$ cat src/rtl/pipe_stage_reg.sv
// Elastic pipeline register with a 2-entry skid buffer, flush and bubble-safe control output.
// Optional statistics counters are enabled by defining PIPE_STAGE_STATS_EN.
module pipe_stage_reg #(
    parameter int                  DATA_W   = 64,
    parameter int                  CTRL_W   = 8,
    parameter logic [CTRL_W-1:0]   CTRL_BUB = {CTRL_W{1'b0}},
    parameter int                  CNT_W    = 16
) (
    input  logic              clk,
    input  logic              rst,
    input  logic              in_valid,
    output logic              in_ready,
    input  logic [DATA_W-1:0] in_data,
    input  logic [CTRL_W-1:0] in_ctrl,
    input  logic              flush,
    output logic              out_valid,
    input  logic              out_ready,
    output logic [DATA_W-1:0] out_data,
    output logic [CTRL_W-1:0] out_ctrl,
    output logic [CNT_W-1:0]  stall_cnt,
    output logic [CNT_W-1:0]  bubble_cnt
);

    typedef enum logic [1:0] {
        EMPTY = 2'd0,
        ONE   = 2'd1,
        FULL  = 2'd2
    } state_t;

    state_t            state;
    state_t            next_state;
    logic              ready_q;
    logic [DATA_W-1:0] m_data;
    logic [CTRL_W-1:0] m_ctrl;
    logic [DATA_W-1:0] s_data;
    logic [CTRL_W-1:0] s_ctrl;
    logic              in_xfer;
    logic              out_xfer;
    logic              load_m;
    logic              load_s;
    logic              m_from_s;

    assign in_xfer  = in_valid & ready_q;
    assign out_xfer = out_valid & out_ready;

    // in_ready is a flop loaded with the decoded next occupancy, so it never depends on out_ready combinationally.
    always_ff @(posedge clk or posedge rst) begin
        if (rst) begin
            state   <= EMPTY;
            ready_q <= 1'b1;
        end else begin
            state   <= next_state;
            ready_q <= (next_state != FULL);
        end
    end

    always_comb begin
        next_state = state;
        load_m     = 1'b0;
        load_s     = 1'b0;
        m_from_s   = 1'b0;
        if (flush) begin
            next_state = EMPTY;
        end else begin
            case (state)
                EMPTY: begin
                    if (in_xfer) begin
                        load_m     = 1'b1;
                        next_state = ONE;
                    end
                end
                ONE: begin
                    if (in_xfer && out_xfer) begin
                        load_m = 1'b1;
                    end else if (out_xfer) begin
                        next_state = EMPTY;
                    end else if (in_xfer) begin
                        load_s     = 1'b1;
                        next_state = FULL;
                    end
                end
                FULL: begin
                    if (out_xfer) begin
                        m_from_s   = 1'b1;
                        next_state = ONE;
                    end
                end
                default: next_state = EMPTY;
            endcase
        end
    end

    always_comb begin
        in_ready  = ready_q;
        out_valid = (state != EMPTY);
        out_data  = m_data;
        out_ctrl  = out_valid ? m_ctrl : CTRL_BUB;
    end

    // Data and control of one instruction always move together between slots.
    always_ff @(posedge clk or posedge rst) begin
        if (rst) begin
            m_data <= '0;
            m_ctrl <= CTRL_BUB;
            s_data <= '0;
            s_ctrl <= '0;
        end else begin
            if (load_m) begin
                m_data <= in_data;
                m_ctrl <= in_ctrl;
            end else if (m_from_s) begin
                m_data <= s_data;
                m_ctrl <= s_ctrl;
            end
            if (load_s) begin
                s_data <= in_data;
                s_ctrl <= in_ctrl;
            end
        end
    end

`ifdef PIPE_STAGE_STATS_EN
    localparam logic [CNT_W-1:0] CNT_ONE = {{(CNT_W-1){1'b0}}, 1'b1};

    logic [CNT_W-1:0] stall_q;
    logic [CNT_W-1:0] bubble_q;

    // Both counters saturate at all-ones and are cleared only by reset.
    always_ff @(posedge clk or posedge rst) begin
        if (rst) begin
            stall_q  <= '0;
            bubble_q <= '0;
        end else begin
            if (out_valid && !out_ready && (stall_q != {CNT_W{1'b1}})) begin
                stall_q <= stall_q + CNT_ONE;
            end
            if (!out_valid && (bubble_q != {CNT_W{1'b1}})) begin
                bubble_q <= bubble_q + CNT_ONE;
            end
        end
    end

    assign stall_cnt  = stall_q;
    assign bubble_cnt = bubble_q;
`else
    assign stall_cnt  = '0;
    assign bubble_cnt = '0;
`endif

endmodule

$ cat config.mk
export PLATFORM = sky130hd
export DESIGN_NAME = pipe_stage_reg
export DESIGN_NICKNAME = d
export VERILOG_FILES = /design/src/rtl/pipe_stage_reg.sv
export SDC_FILE = /design/constraint.sdc
export NUM_CORES = 1
export LEC_CHECK = 0
export ABC_AREA = 1
export CAP_MARGIN = 5
export CELL_PAD_IN_SITES_DETAIL_PLACEMENT = 1
export CELL_PAD_IN_SITES_GLOBAL_PLACEMENT = 2
export CORE_MARGIN = 5
export CORE_UTILIZATION = 28
export DETAILED_ROUTE_END_ITERATION = 10
export PLACE_DENSITY = 0.78
export SLEW_MARGIN = 30
export SYNTH_ARGS = -nofsm -noshare
export SYNTH_HDL_FRONTEND = slang
export SYNTH_SLANG_ARGS = --single-unit
export TNS_END_PERCENT = 20
$ cat constraint.sdc
create_clock -name clk -period 7.3 [get_ports clk]
set_input_delay 2.19 -clock clk [delete_from_list [all_inputs] [get_ports clk]]
set_output_delay 2.19 -clock clk [all_outputs]
set_load 0.05 [all_outputs]
### Yosys cells after proc, flatten, opt, wreduce, memory -nomap -nowiden

Index checks and enable logic that the tools add are counted.

* bits in registers: 147
* logic and storage cells: 38
* bits of input ports: 77

* equal/unequal tests: 3
* multiplexer cells: 23
* bitwise gates (word level): 2
* reduce and logical (&&, ||, !) cells: 4

Operators by type and width (number)
* $mux 64: 2
* $mux 8: 3
* $mux 2: 6
* $mux 1: 10
* $pmux 2 s3: 1
* $reduce_bool 2->1: 2
* $and 1x1->1: 2
* $eq 2x1->1 const B: 1
* $eq 2x2->1 const B: 1
* $logic_not 2->1: 1
* $ne 2x2->1 const B: 1
* $pmux 1 s2: 1
* $logic_and 1x1->1: 1

### Logic depth before layout (Yosys ltp)

* word-level depth: 7
* depth in mapped cells: 7

### Worst setup path after synthesis

No wires, ideal clock.

* path type: register to output
* start: register state[0]
* end: output out_ctrl[0]
* path buffers: 1
* stages on the path, launching flop included: 4
* data arrival time: 1.240 ns
* required time: 5.110 ns
* path slack: 3.870 ns
* cell sequence: dfrtp_1 buf_2 nor2_2 nor2_1

* cells in the longest elaborated chain, start to end: 2

RTL lines
* from (decl): line 30 `state_t state;`
* from (signal assigned): line 52 `state <= next_state;`
* $reduce_bool 2->1: line 95 `out_valid = (state != EMPTY);`
* $mux 8: line 97 `out_ctrl = out_valid ? m_ctrl : CTRL_BUB;`
* to (decl): line 19 `output logic [CTRL_W-1:0] out_ctrl,`

Every way passes these cells.

### Final worst setup path

* start: input in_valid
* end: register m_data[43], in the netlist out_data[43]

* cells in the longest elaborated chain, start to end: 6

RTL lines
* from (decl): line 11 `input logic in_valid,`
* $and 1x1->1 (*): line 43 `assign in_xfer = in_valid & ready_q;`
* $logic_and 1x1->1: line 73 `if (in_xfer && out_xfer) begin`
* $mux 1: line 73
* $pmux 1 s2 (*): line 65 `case (state)`
* $mux 1 (*): line 62 `if (flush) begin`
* $mux 64 / $reduce_bool 2->1 (equally long branches)
* to (signal assigned): line 109 `m_data <= in_data;`
* to (signal assigned): line 112 `m_data <= s_data;`
* to (decl): line 33 `logic [DATA_W-1:0] m_data;`

Every way passes the cells marked *; elsewhere a longest branch is shown, timed or not.
A chain may end at the register's enable or synchronous reset.

==> results.ini <==
[pwr]
netSwitchingFraction_pct = 35.41
pwr-share-clk_pct = 32.1
p_leak_nw = 4.229
p_per_area_nw_per_um2 = 320.4
ir_worst_vdd_v = 0.0001301
combPwrFrac_pct = 28.7
p_seq_share_pct = 39.2
total_power_mw = 2.873
power_switching_mw = 1.017
power.internal_mw = 1.855

[finish]
postLayoutCoreUtil_pct = 37.98
stdcell_count = 1235
antenna_cells = 0
area_growth_pct = 32.67
fin_area_um2 = 8967
drive_gt1_share_pct = 5.786
final.fill_count = 2751
fin_nets = 981

[logic_synthesis]
synth-seq-cells = 147
synthMostInstantiatedCell = nand3_1
yosys-top-cells-count = nand3_1, dfrtp_1, inv_1
syn_area_per_cell_um2 = 8.588
synthArstFlopShare_pct = 100.0
yosysSeqAreaShare_pct = 54.44
synth-edff-count = 0
synth_area_um2 = 6759
ys_types = 21
synth_top_cell_by_area = dfrtp_1
synth_top_area_share_pct = 54.05
synthesis.yosys.warnings = 0
synth_cells = 787
dominantRegCellSynth = dfrtp_1
synth_area_leaders = dfrtp_1, nand3_1, o21ai_1, inv_1, nand2_1

[floorplanning]
die_w_um = 165.4
core-area_um2 = 23610
fp.dieH_um = 165.4
fp-row-count = 56
initial_core_util_pct = 28.62
die_area_um2 = 27350
num_io_pins = 183

[sta]
fin_ws_ps = 2726
period_share_pct = 62.66
relSlewSlack_pct = 36.57
setup_violations = 0
maxSlewViolCount = 0
hold-worst-slack_ps = 488.9
fmax_mhz = 218.6
tns_ps = 0
clock_skew_ps = 7.649
finalCriticalPeriod_ps = 4574
rsz0062_at_grt = false
worst_pin_slew_ps = 951.4
hold_viol = 0

[run]
drv_cap = 0

[route]
vias_per_cell = 4.664
first_iter_violations = 324
first_pass_iters = 4
vias = 5760
top_layer_used = met4
final_antenna_net_count = 0
wl_per_cell_um = 16.74
wl_met3_um = 779
wl_met2_mm = 10.37
wl_mm = 20.68
wl_met1_mm = 9.358
drc = 0

[critical_path]
crit_path_cell_trace = clkdlybuf4s50_1 > nand2_1 > nor2_4 > buf_4 > nand2_4 > buf_4 > nand3_1 > nand3_1
path_delay_family = buffers and inverters
crit_arrival_ps = 4860
crit_slowest_cell = buf_4
path_max_fanout = 74
endpoint_kind = flip-flop
cp_num_buf_inv = 3
cp.required_ps = 7590
crit_type = in2reg
crit_path_max_incr_delay_ps = 760
crit_path_start_kind = input port

[placed_design]
gp_congestion = 0.6873
post-place-ws_ps = 1857
dp_hpwl_mm = 12.40
dpl.cell_count = 1204
io_buffers = 150
dpl_cell_area_um2 = 8344

[grt]
antenna_found_initial = 0
grt_pass1_vias = 6070
grt-ovfl-total = 0
grt_first_pass_wirelength_mm = 33.27
grt_max_degree = 104
grt_use_total_pct = 15.43

[clocking]
worstSkewPairLatency_ps = 410
cts.sinks = 147
htree_num_levels = 4
post_cts_resized = 0
clk_path_buf_depth = 2
numCtsBuffers = 17
cts_setup_buffers = 0
cts.clk_slew.worst_paths_ps = 70
cts_root_buffer = clkbuf_16
cts_tree = done
cts_hold_buf = 0

[hold_path]
holdCritPathClass = reg2reg

[run_status]
status = finished, final reports clean

==> cells in the final DEF, fill, tap and decap left out, types with 2 or more instances in the layout <==
cell,Yosys,routed
buf_4,38,8
bufinv_16,0,3
clkbuf_16,0,17
clkbuf_8,0,3
clkdlybuf4s50_1,0,150
clkinvlp_4,0,3
conb_1,1,32
dfrtp_1,146,146
inv_1,84,83
inv_2,5,5
inv_6,0,3
nand2_1,79,78
nand2_4,0,2
nand3_1,286,286
nor2_1,10,10
nor2_4,2,3
o21ai_0,2,2
o21ai_1,73,73
==> worst register-to-register path, stage by stage (launching register included) <==
cell and delay, ps:
dfstp_2 540, nand2_1 80, nor2_4 110, buf_4 760, nand2_4 550, buf_4 450
nand3_1 140, nand3_1 100
==> power groups by stage <==
stage	sequential (mW)	combinational [mW]	clock, mW
CTS	1.13	0.839	0.951
detailed placement	1.14	0.837	0
global route	1.15	0.895	0.981
floorplan	1.37	0.314	0
finish	1.13	0.825	0.922
global placement	1.13	0.823	0
==> path summary, 6_finish.rpt <==
| kind | slack, ps | end | start | cells after the start |
|---|---|---|---|---|
| max in group asynchronous | 3840 | out_data[32]$_DFFE_PP0P_ | rst | 3 |
| worst min register to register | 490 | s_ctrl[0]$_DFFE_PP0P_ | s_ctrl[0]$_DFFE_PP0P_ | 2 |
| worst max-delay path | 2730 | out_data[43]$_DFFE_PP0P_ | in_valid | 8 |
| worst min-delay path | 490 | s_ctrl[0]$_DFFE_PP0P_ | s_ctrl[0]$_DFFE_PP0P_ | 2 |
| min in group asynchronous | 2300 | s_data[6]$_DFFE_PP0P_ | rst | 2 |
| worst max register to register | 4450 | out_data[43]$_DFFE_PP0P_ | in_ready$_DFF_PP1_ | 7 |
==> cell families after synthesis <==
kind of cell           Yosys count  synth area share, %
other                            1              0.05548
and+or+nand+nor                382                26.99
buffers and inverters          180                12.64
AOI/OAI and AO/OA               77                5.868
DFF                            147                54.44
==> sequential cells by signal, summed over array words and instances, names as in the netlist <==
| name | flops |
|---|---|
| in_ready | 1 |
| m_ctrl | 8 |
| s_data | 64 |
| s_ctrl | 8 |
| out_data | 64 |
| state | 2 |
==> area by class of cell <==
type / instances / area (um^2) / area share [%]
Timing Repair Buffer: 158 / 1562 / 17.41
Clock inverter: 10 / 147.6 / 1.646
Multi-Input combinational cell: 491 / 2367 / 26.40
Sequential cell: 147 / 3680 / 41.04
Clock buffer: 21 / 470.5 / 5.246
Inverter: 89 / 341.6 / 3.809
Tap cell: 319 / 399.1 / 4.451
==> metal layers <==
layer  global-route usage (%)  vias to the layer above
met3                    2.730                       12
li1                         -                     2776
met1                    19.95                     2854
met4                    3.712                        0
met5                        0                        -
met2                    26.91                      118
Power figures use the tool's default switching activity.
